## src/rtl/cur_mem_writer_if.sv

```systemverilog
// Stream-in / memory-write-out bundle for the current-frame writer.
// master = loader/memory side, slave = the writer itself.
interface cur_mem_writer_if #(
  parameter int LEN_W = 32
);
  logic             start;
  logic [31:0]      base_addr;
  logic [LEN_W-1:0] frame_len;
  logic             pix_valid;
  logic [7:0]       pix_data;
  logic             pix_ready;
  logic             wr_en;
  logic [31:0]      wr_addr;
  logic [31:0]      wr_data;
  logic [3:0]       wr_be;
  logic             wr_ready;
  logic             busy;
  logic             done;
  logic             err;

  modport master (
    output start, base_addr, frame_len, pix_valid, pix_data, wr_ready,
    input  pix_ready, wr_en, wr_addr, wr_data, wr_be, busy, done, err
  );

  modport slave (
    input  start, base_addr, frame_len, pix_valid, pix_data, wr_ready,
    output pix_ready, wr_en, wr_addr, wr_data, wr_be, busy, done, err
  );
endinterface

```

## src/rtl/cur_mem_writer.sv

```systemverilog
// Packs an 8-bit pixel stream little-endian into 32-bit words and writes
// them with byte enables into the byte-addressed current-frame memory.
module cur_mem_writer #(
  parameter int unsigned MEM_BYTES = 8300001,
  parameter int          LEN_W     = 32
) (
  input  logic clk,
  input  logic rst,
  cur_mem_writer_if.slave bus
);

  localparam int SUM_W = ((LEN_W > 32) ? LEN_W : 32) + 1;

  typedef enum logic [1:0] {IDLE, FILL, WRITE, DONE} state_e;

  state_e           state_q, state_d;
  logic [31:0]      addr_q,  addr_d;
  logic [LEN_W-1:0] len_q,   len_d;
  logic [LEN_W-1:0] cnt_q,   cnt_d;
  logic [1:0]       lane_q,  lane_d;
  logic [31:0]      data_q,  data_d;
  logic [3:0]       be_q,    be_d;
  logic             err_q,   err_d;

  // Widened sum so a range that runs past the end of memory cannot wrap.
  logic range_bad;
  assign range_bad = (SUM_W'(bus.base_addr) + SUM_W'(bus.frame_len)) > SUM_W'(MEM_BYTES);

  always_comb begin
    state_d = state_q;
    addr_d  = addr_q;
    len_d   = len_q;
    cnt_d   = cnt_q;
    lane_d  = lane_q;
    data_d  = data_q;
    be_d    = be_q;
    err_d   = 1'b0;
    case (state_q)
      IDLE: if (bus.start) begin
        addr_d = bus.base_addr;
        len_d  = bus.frame_len;
        cnt_d  = '0;
        lane_d = 2'd0;
        data_d = '0;
        be_d   = '0;
        if (bus.base_addr[1:0] != 2'd0 || range_bad) err_d   = 1'b1;
        else if (bus.frame_len == '0)                state_d = DONE;
        else                                         state_d = FILL;
      end
      FILL: if (bus.pix_valid) begin
        for (int k = 0; k < 4; k++) begin
          if (lane_q == 2'(k)) begin
            data_d[8*k +: 8] = bus.pix_data;
            be_d[k]          = 1'b1;
          end
        end
        lane_d = lane_q + 2'd1;
        cnt_d  = cnt_q + LEN_W'(1);
        if (lane_q == 2'd3 || cnt_d == len_q) state_d = WRITE;
      end
      WRITE: if (bus.wr_ready) begin
        addr_d  = addr_q + 32'd4;
        data_d  = '0;
        be_d    = '0;
        lane_d  = 2'd0;
        state_d = (cnt_q == len_q) ? DONE : FILL;
      end
      DONE:    state_d = IDLE;
      default: state_d = IDLE;
    endcase
  end

  // Reset discards any partially packed word; a pending write is dropped.
  always_ff @(posedge clk) begin
    if (rst) begin
      state_q <= IDLE;
      addr_q  <= '0;
      len_q   <= '0;
      cnt_q   <= '0;
      lane_q  <= 2'd0;
      data_q  <= '0;
      be_q    <= '0;
      err_q   <= 1'b0;
    end else begin
      state_q <= state_d;
      addr_q  <= addr_d;
      len_q   <= len_d;
      cnt_q   <= cnt_d;
      lane_q  <= lane_d;
      data_q  <= data_d;
      be_q    <= be_d;
      err_q   <= err_d;
    end
  end

  assign bus.pix_ready = (state_q == FILL);
  assign bus.wr_en     = (state_q == WRITE);
  assign bus.wr_addr   = addr_q;
  assign bus.wr_data   = data_q;
  assign bus.wr_be     = be_q;
  assign bus.busy      = (state_q == FILL) || (state_q == WRITE);
  assign bus.done      = (state_q == DONE);
  assign bus.err       = err_q;

endmodule

```

## src/flat_wrapper.sv

```systemverilog
// flat-port wrapper written by rule: the top's interface ports become plain ports
module cur_mem_writer_flat 
#(
  parameter int unsigned MEM_BYTES = 8300001,
  parameter int          LEN_W     = 32
)
  (clk, rst, bus_start, bus_base_addr, bus_frame_len, bus_pix_valid, bus_pix_data, bus_wr_ready, bus_pix_ready, bus_wr_en, bus_wr_addr, bus_wr_data, bus_wr_be, bus_busy, bus_done, bus_err);
  cur_mem_writer_if #(.LEN_W(LEN_W)) bus_i ();
  input  logic clk;
  input  logic rst;
  input wire logic [$bits(bus_i.start)-1:0] bus_start;
  input wire logic [$bits(bus_i.base_addr)-1:0] bus_base_addr;
  input wire logic [$bits(bus_i.frame_len)-1:0] bus_frame_len;
  input wire logic [$bits(bus_i.pix_valid)-1:0] bus_pix_valid;
  input wire logic [$bits(bus_i.pix_data)-1:0] bus_pix_data;
  input wire logic [$bits(bus_i.wr_ready)-1:0] bus_wr_ready;
  output wire logic [$bits(bus_i.pix_ready)-1:0] bus_pix_ready;
  output wire logic [$bits(bus_i.wr_en)-1:0] bus_wr_en;
  output wire logic [$bits(bus_i.wr_addr)-1:0] bus_wr_addr;
  output wire logic [$bits(bus_i.wr_data)-1:0] bus_wr_data;
  output wire logic [$bits(bus_i.wr_be)-1:0] bus_wr_be;
  output wire logic [$bits(bus_i.busy)-1:0] bus_busy;
  output wire logic [$bits(bus_i.done)-1:0] bus_done;
  output wire logic [$bits(bus_i.err)-1:0] bus_err;
  assign bus_i.start = bus_start;
  assign bus_i.base_addr = bus_base_addr;
  assign bus_i.frame_len = bus_frame_len;
  assign bus_i.pix_valid = bus_pix_valid;
  assign bus_i.pix_data = bus_pix_data;
  assign bus_i.wr_ready = bus_wr_ready;
  assign bus_pix_ready = bus_i.pix_ready;
  assign bus_wr_en = bus_i.wr_en;
  assign bus_wr_addr = bus_i.wr_addr;
  assign bus_wr_data = bus_i.wr_data;
  assign bus_wr_be = bus_i.wr_be;
  assign bus_busy = bus_i.busy;
  assign bus_done = bus_i.done;
  assign bus_err = bus_i.err;
  cur_mem_writer #(.MEM_BYTES(MEM_BYTES), .LEN_W(LEN_W)) u_core (.clk(clk), .rst(rst), .bus(bus_i));
endmodule
```

## config.mk

```make
export PLATFORM = sky130hd
export DESIGN_NAME = cur_mem_writer_flat
export DESIGN_NICKNAME = d
export VERILOG_FILES = /design/src/rtl/cur_mem_writer_if.sv /design/src/rtl/cur_mem_writer.sv /design/src/flat_wrapper.sv
export SDC_FILE = /design/constraint.sdc
export NUM_CORES = 1
export LEC_CHECK = 0
export CORE_UTILIZATION = 55
export CTS_CLUSTER_DIAMETER = 120
export CTS_CLUSTER_SIZE = 25
export DETAILED_ROUTE_END_ITERATION = 12
export PLACE_DENSITY = 0.81
export SYNTH_ARGS = -nofsm -noshare
export SYNTH_HDL_FRONTEND = slang
export SYNTH_SLANG_ARGS = --single-unit
```

## constraint.sdc

```tcl
create_clock -name clk -period 11 [get_ports clk]
set_input_delay 2.2 -clock clk [delete_from_list [all_inputs] [get_ports clk]]
set_output_delay 2.2 -clock clk [all_outputs]
set_load 0.01 [all_outputs]
```

# [After elaboration in Yosys (flattened, before gate mapping)]
# Cells that the tools add are included.
[totals] regBits=137 in_bits=77 output_inout_bits=73 wordCells=92
[op_classes] addsub=4 order_cmp=1 eq_ne=17 mux=34 bitwise=2 reduce_logical=20
[op_table] cell="$mux W32" count=6
[op_table] cell="$pmux W32 S2" count=2
[op_table] cell="$pmux W32 S3" count=1
[op_table] cell="$eq A32 B32 Y1" count=2
[op_table] cell="$add A32 B32 Y33" count=1
[op_table] cell="$gt A33 B23 Y1 const B" count=1
[op_table] cell="$add A32 B1 Y32 const B" count=1
[op_table] cell="$add A32 B3 Y32 const B" count=1
[op_table] cell="$logic_not A32 Y1" count=1
[op_table] cell="$mux W8" count=4
[op_table] cell="$reduce_and A5 Y1" count=5
[op_table] cell="$mux W2" count=10
[op_table] cell="$mux W4" count=3
[op_table] cell="$pmux W4 S3" count=1
[op_table] cell="$ne A2 B1 Y1 const B" count=5
[op_table] cell="$eq A2 B2 Y1 const B" count=4
[op_table] cell="$ne A2 B2 Y1 const B" count=4
[op_table] cell="$pmux W2 S4" count=1
[op_table] cell="$pmux W2 S3" count=1
[op_table] cell="$reduce_and A3 Y1" count=2
[op_table] cell="$reduce_bool A2 Y1" count=3
[op_table] cell="$mux W1" count=5
[op_table] cell="$eq A2 B1 Y1 const B" count=2
[op_table] cell="$logic_not A2 Y1" count=2
[op_table] cell="7 further kinds" count=10

# [Longest topological paths before layout]
[depth] depth_word=6 ltp_mapped=13 mapped_depth_nobuf=12

# [Worst setup path after synthesis]
# OpenSTA, ideal clock, no wires.
[synth_path] path_kind="input-to-reg" start="in bus_frame_len[0]" end="reg u_core.state_q[1]" setup_ps=121 arrival_time_ps=5082 required_ps=10879 path_slack_ps=5797 cell_stages=12 n_path_buf=0 cell_sequence="ha_1 -> fa_1 -> a21o_1 -> a31oi_1 -> a21oi_1 -> o211a_1 -> o311ai_0 -> o31ai_1 -> a2111oi_0 -> and4_1 -> a21oi_2 -> mux2_4"
[synth_between] elab_chain_cells=5 word_cells_on_any_way=10 classes_between="add/sub: 1; order compare: 1; eq/ne: 1; mux: 4; reduce/logical: 3"
[synth_lines] item="start: declaration" line="flat_wrapper.sv:13" rtl="input wire logic [$bits(bus_i.frame_len)-1:0] bus_frame_len;"
[synth_lines] item="$add A32 B32 Y33 or $logic_not A32 Y1 (tied branches)" line="cur_mem_writer.sv:27, cur_mem_writer.sv:47"
[synth_lines] item="$gt A33 B23 Y1 or $mux W2 (tied branches)" line="cur_mem_writer.sv:27, cur_mem_writer.sv:47"
[synth_lines] item="$logic_or A1 B1 Y1 or $mux W2 (tied branches)" line="cur_mem_writer.sv:46" rtl="if (bus.base_addr[1:0] != 2'd0 || range_bad) err_d = 1'b1;"
[synth_lines] item="$ne A2 B2 Y1 (no line) or $mux W2 (tied branches)"
[synth_lines] item="$reduce_and A5 Y1 (no line) or $pmux W2 S4 (tied branches)"
[synth_lines] item="end signal: assignment" line="cur_mem_writer.sv:85" rtl="state_q <= state_d;"
[synth_lines] item="end: declaration" line="cur_mem_writer.sv:16" rtl="state_e state_q, state_d;"
# Parallel ways exist; a longest one is shown, timed or not. The select of a mux whose other input is x is not followed.
# A chain may end at the register's enable or synchronous reset.

# [Worst setup path after layout]
# Same ends and word-level chain as after synthesis.

==> impl_metrics.env <==
export IMPL_outcome="completed"
export IMPL_avgSynthCellArea_sq_um=7.17
export IMPL_drive_gt1_share_pct=4.40
export IMPL_synthToLayoutAreaGrowth_pct=21.1
export IMPL_total_area_of_multi_input_combinational_cells_sq_um=6390
export IMPL_port_buffers=149
export IMPL_die_y_um=134
export IMPL_grt_pass1_vias=9466
export IMPL_ctsHoldBuffers=0
export IMPL_critPathLaunch="bus_frame_len[0]"
export IMPL_detailroute_via_count=10400
export IMPL_ctsHtreeMaxLevel=4
export IMPL_critical_path_data_required_time_ns=11.32
export IMPL_max_slew_worst_pin_slew_ns=1.21
export IMPL_critical_r2r_launch="u_core.state_q[1]"
export IMPL_grt_usage_pct=35.0
export IMPL_synth_top_family_by_area="simple AND/OR/NAND/NOR gates"
export IMPL_synth_seq_cells=137
export IMPL_commonest_cells_after_routing_fill_and_taps_aside="188 x sky130_fd_sc_hd__nand2_1, 162 x sky130_fd_sc_hd__nor2_1, 160 x sky130_fd_sc_hd__a21oi_1"
export IMPL_seqCellArea_sq_um=2740
export IMPL_detail_route_wl_per_cell_um=18.8
export IMPL_cts_tree="built"
export IMPL_postSynthCellCount=1333
export IMPL_cts_buffers=17
export IMPL_max_clock_path_buffers=2
export IMPL_vias_cell=6.29
export IMPL_synth_xor_xnor_area_share_pct=5.39
export IMPL_mappedNetlistNets=1454
export IMPL_globalRouteMet3Util_pct=5.67
export IMPL_synth_flop_cell="sky130_fd_sc_hd__dfxtp_1"
export IMPL_syn_cell_area_sq_um=9560
export IMPL_slew_headroom_pct=19.2
export IMPL_yosys_area_share_simple_pct=27.9
export IMPL_path_max_fanout=6
export IMPL_critical_path_endpoint="u_core.state_q[1]"
export IMPL_drc=0
export IMPL_ys_async_sr_fraction_pct=0
export IMPL_power_static_leakage_nw=4.25
export IMPL_ios=150
export IMPL_antenna_cells_inserted=0
export IMPL_yosys_warnings=0
export IMPL_post_route_min_period_ns=5.93
export IMPL_design_core_area_sq_um=16800
export IMPL_clk_transition_reported_paths_ns=0.07
export IMPL_synth_edff_count=0
export IMPL_finalNetCount=1541
export IMPL_clk_root_buffer_cell="sky130_fd_sc_hd__clkbuf_16"
export IMPL_power_per_cell_area_nw_per_um2=116
export IMPL_grt_busiest_layer="met2"
export IMPL_yosysSeqAreaShare_pct=28.7
export IMPL_starting_drc_count_in_detailed_routing=872
export IMPL_groute_layer_met1_usage_pct=43.9
export IMPL_timing_max_cap_violations=0
export IMPL_clock_sinks=137
export IMPL_number_of_nets_with_antenna_violations_after_detailed_routing=0
export IMPL_post_cts_repair_setup_buffers=0
export IMPL_final_hold_violation_count=0
export IMPL_postLayoutSetupSlackWorst_ns=5.07
export IMPL_cts_resized_gates=0
export IMPL_gp_congestion=0.964
export IMPL_grt_max_degree=77
export IMPL_synth_compound_gate_area_share_pct=26.7
export IMPL_rsz0062_at_grt="false"
export IMPL_max_vdd_drop_uv=123
export IMPL_number_of_antenna_violations_at_the_first_check_in_global_routing=0
export IMPL_r2r_slack_ns=6.63
export IMPL_slew_violations=0
export IMPL_grt_first_pass_wirelength_um=49700
export IMPL_use_met2_pct=57.4
export IMPL_route_final_wire_length_um=31200
export IMPL_period_share_pct=53.9
export IMPL_yosysUniqueCellTypes=87
export IMPL_muxShareOfSynthArea_pct=0.916
export IMPL_fillerInstances=1440
export IMPL_worstReg2RegEnd="u_core.state_q[1]"
export IMPL_full_die_area_sq_um=17900
export IMPL_yosys_area_share_adder_pct=5.83
export IMPL_critPathArrivalTime_ns=6.25
export IMPL_mostFrequentLayoutCell="sky130_fd_sc_hd__nand2_1"
export IMPL_dpl_hpwl_um=23500
export IMPL_worst_clock_skew_ns=0.0156
export IMPL_dp_slack_ns=4.71
export IMPL_reg2regPathDepth=12
export IMPL_die_width_um=134
export IMPL_detailedRoute_firstPassIterationCount=5
export IMPL_cell_row_count=47
export IMPL_maxClockFrequency_ghz=0.169
export IMPL_clkLatencyLatePin_ns=0.43
export IMPL_hp_class="register to register"
export IMPL_start_util_pct=57.1
export IMPL_setup_tns_final_ns=0
export IMPL_timing_final_setup_violations=0
export IMPL_gr_total_overflow=0
export IMPL_cp_start_kind="input port"
export IMPL_critPathCaptureType="register"
export IMPL_path_class="input port to register"
[synth_stat cells, drive strengths merged, types with 20 or more instances]
| library cell | n | share of area [%] |
|---|---|---|
| clkbuf | 77 | 3.0 |
| inv | 24 | 0.94 |
| nand4 | 31 | 2.1 |
| nor3 | 28 | 1.5 |
| nor4 | 20 | 1.4 |
| nand2 | 188 | 7.4 |
| ha | 43 | 5.6 |
| a211oi | 32 | 2.5 |
| dfxtp | 137 | 29 |
| o21ai | 83 | 4.3 |
| xor2 | 23 | 2.2 |
| nor2 | 163 | 6.4 |
| nand3 | 35 | 1.9 |
| a21oi | 161 | 8.5 |
| xnor2 | 35 | 3.2 |
[layout make-up]
| class | count | share of cell area (%) |
|---|---|---|
| Inverter | 24 | 0.778 |
| Clock buffer | 19 | 3.82 |
| Multi-Input combinational cell | 1086 | 55.2 |
| Tap cell | 220 | 2.38 |
| Sequential cell | 137 | 23.7 |
| Timing Repair Buffer | 154 | 13.2 |
| Clock inverter | 13 | 0.940 |
[how the worst min path moves through the flow]
| stage | startpoint | end | slack (ns) | cells past startpoint |
|---|---|---|---|---|
| 5_1_grt | u_core.len_q[25] | u_core.len_q[25] | 0.49 | 2 |
| 2_1_floorplan | u_core.len_q[11] | u_core.len_q[11] | 0.45 | 2 |
| 6_report | u_core.len_q[6] | u_core.len_q[6] | 0.47 | 2 |
| 4_1_cts | u_core.len_q[6] | u_core.len_q[6] | 0.47 | 2 |
| 3_5_place_dp | u_core.bus.wr_be[0] | u_core.bus.wr_be[0] | 0.46 | 2 |
| 3_3_place_gp | u_core.bus.wr_be[2] | u_core.bus.wr_be[2] | 0.45 | 2 |
[registers in the layout (all words and copies together) (netlist names)]
signal	flops
u_core.bus.err	1
u_core.bus.wr_addr	32
u_core.bus.wr_be	4
u_core.bus.wr_data	32
u_core.cnt_q	32
u_core.lane_q	2
u_core.len_q	32
u_core.state_q	2
[through the flow]
step | hold slack [ns] | total power [mW] | instance area, sq um | std cells | util, %
floorplan | 0.448 | 0.700 | 9560 | 1333 | -
finish | 0.468 | 1.34 | 11600 | 1653 | 69.1
global route | 0.486 | 1.39 | 11600 | 1653 | 69.1
CTS | 0.470 | 1.34 | 11600 | 1653 | 69.1
global placement | 0.448 | 0.804 | 11000 | 1621 | 65.8
detailed placement | 0.456 | 0.803 | 11000 | 1621 | 65.8
[where the power goes]
group	internal [mW]	switching [mW]	total [mW]
Clock	0.300	0.238	0.538
Combinational	0.115	0.154	0.269
Sequential	0.511	0.0188	0.530
[routing by layer]
layer,vias up,share of wire (%)
li1,5004,-
met1,4854,41
met2,455,47
met3,89,7.0
met4,0,5.0
met5,-,0
[worst max-delay path, stage by stage]
cell                              delay (ns)
sky130_fd_sc_hd__clkdlybuf4s50_1        0.52
sky130_fd_sc_hd__ha_1                   0.22
sky130_fd_sc_hd__fa_1                   0.23
sky130_fd_sc_hd__a21o_1                 0.16
sky130_fd_sc_hd__a31oi_1                0.21
sky130_fd_sc_hd__a2111oi_0              0.92
sky130_fd_sc_hd__o211ai_1               0.32
sky130_fd_sc_hd__a21boi_0               0.27
sky130_fd_sc_hd__xnor2_1                0.08
sky130_fd_sc_hd__a2111oi_0              0.38
sky130_fd_sc_hd__and4_1                 0.33
sky130_fd_sc_hd__a21oi_2                0.10
sky130_fd_sc_hd__mux2_4                 0.30
[logic make-up after synthesis]
logic type	after synthesis
mux	8
simple gates	565
fa+ha+maj	44
compound gates	411
flops	137
buf+inv	110
xor+xnor	58
(Power assumes the default switching activity.)
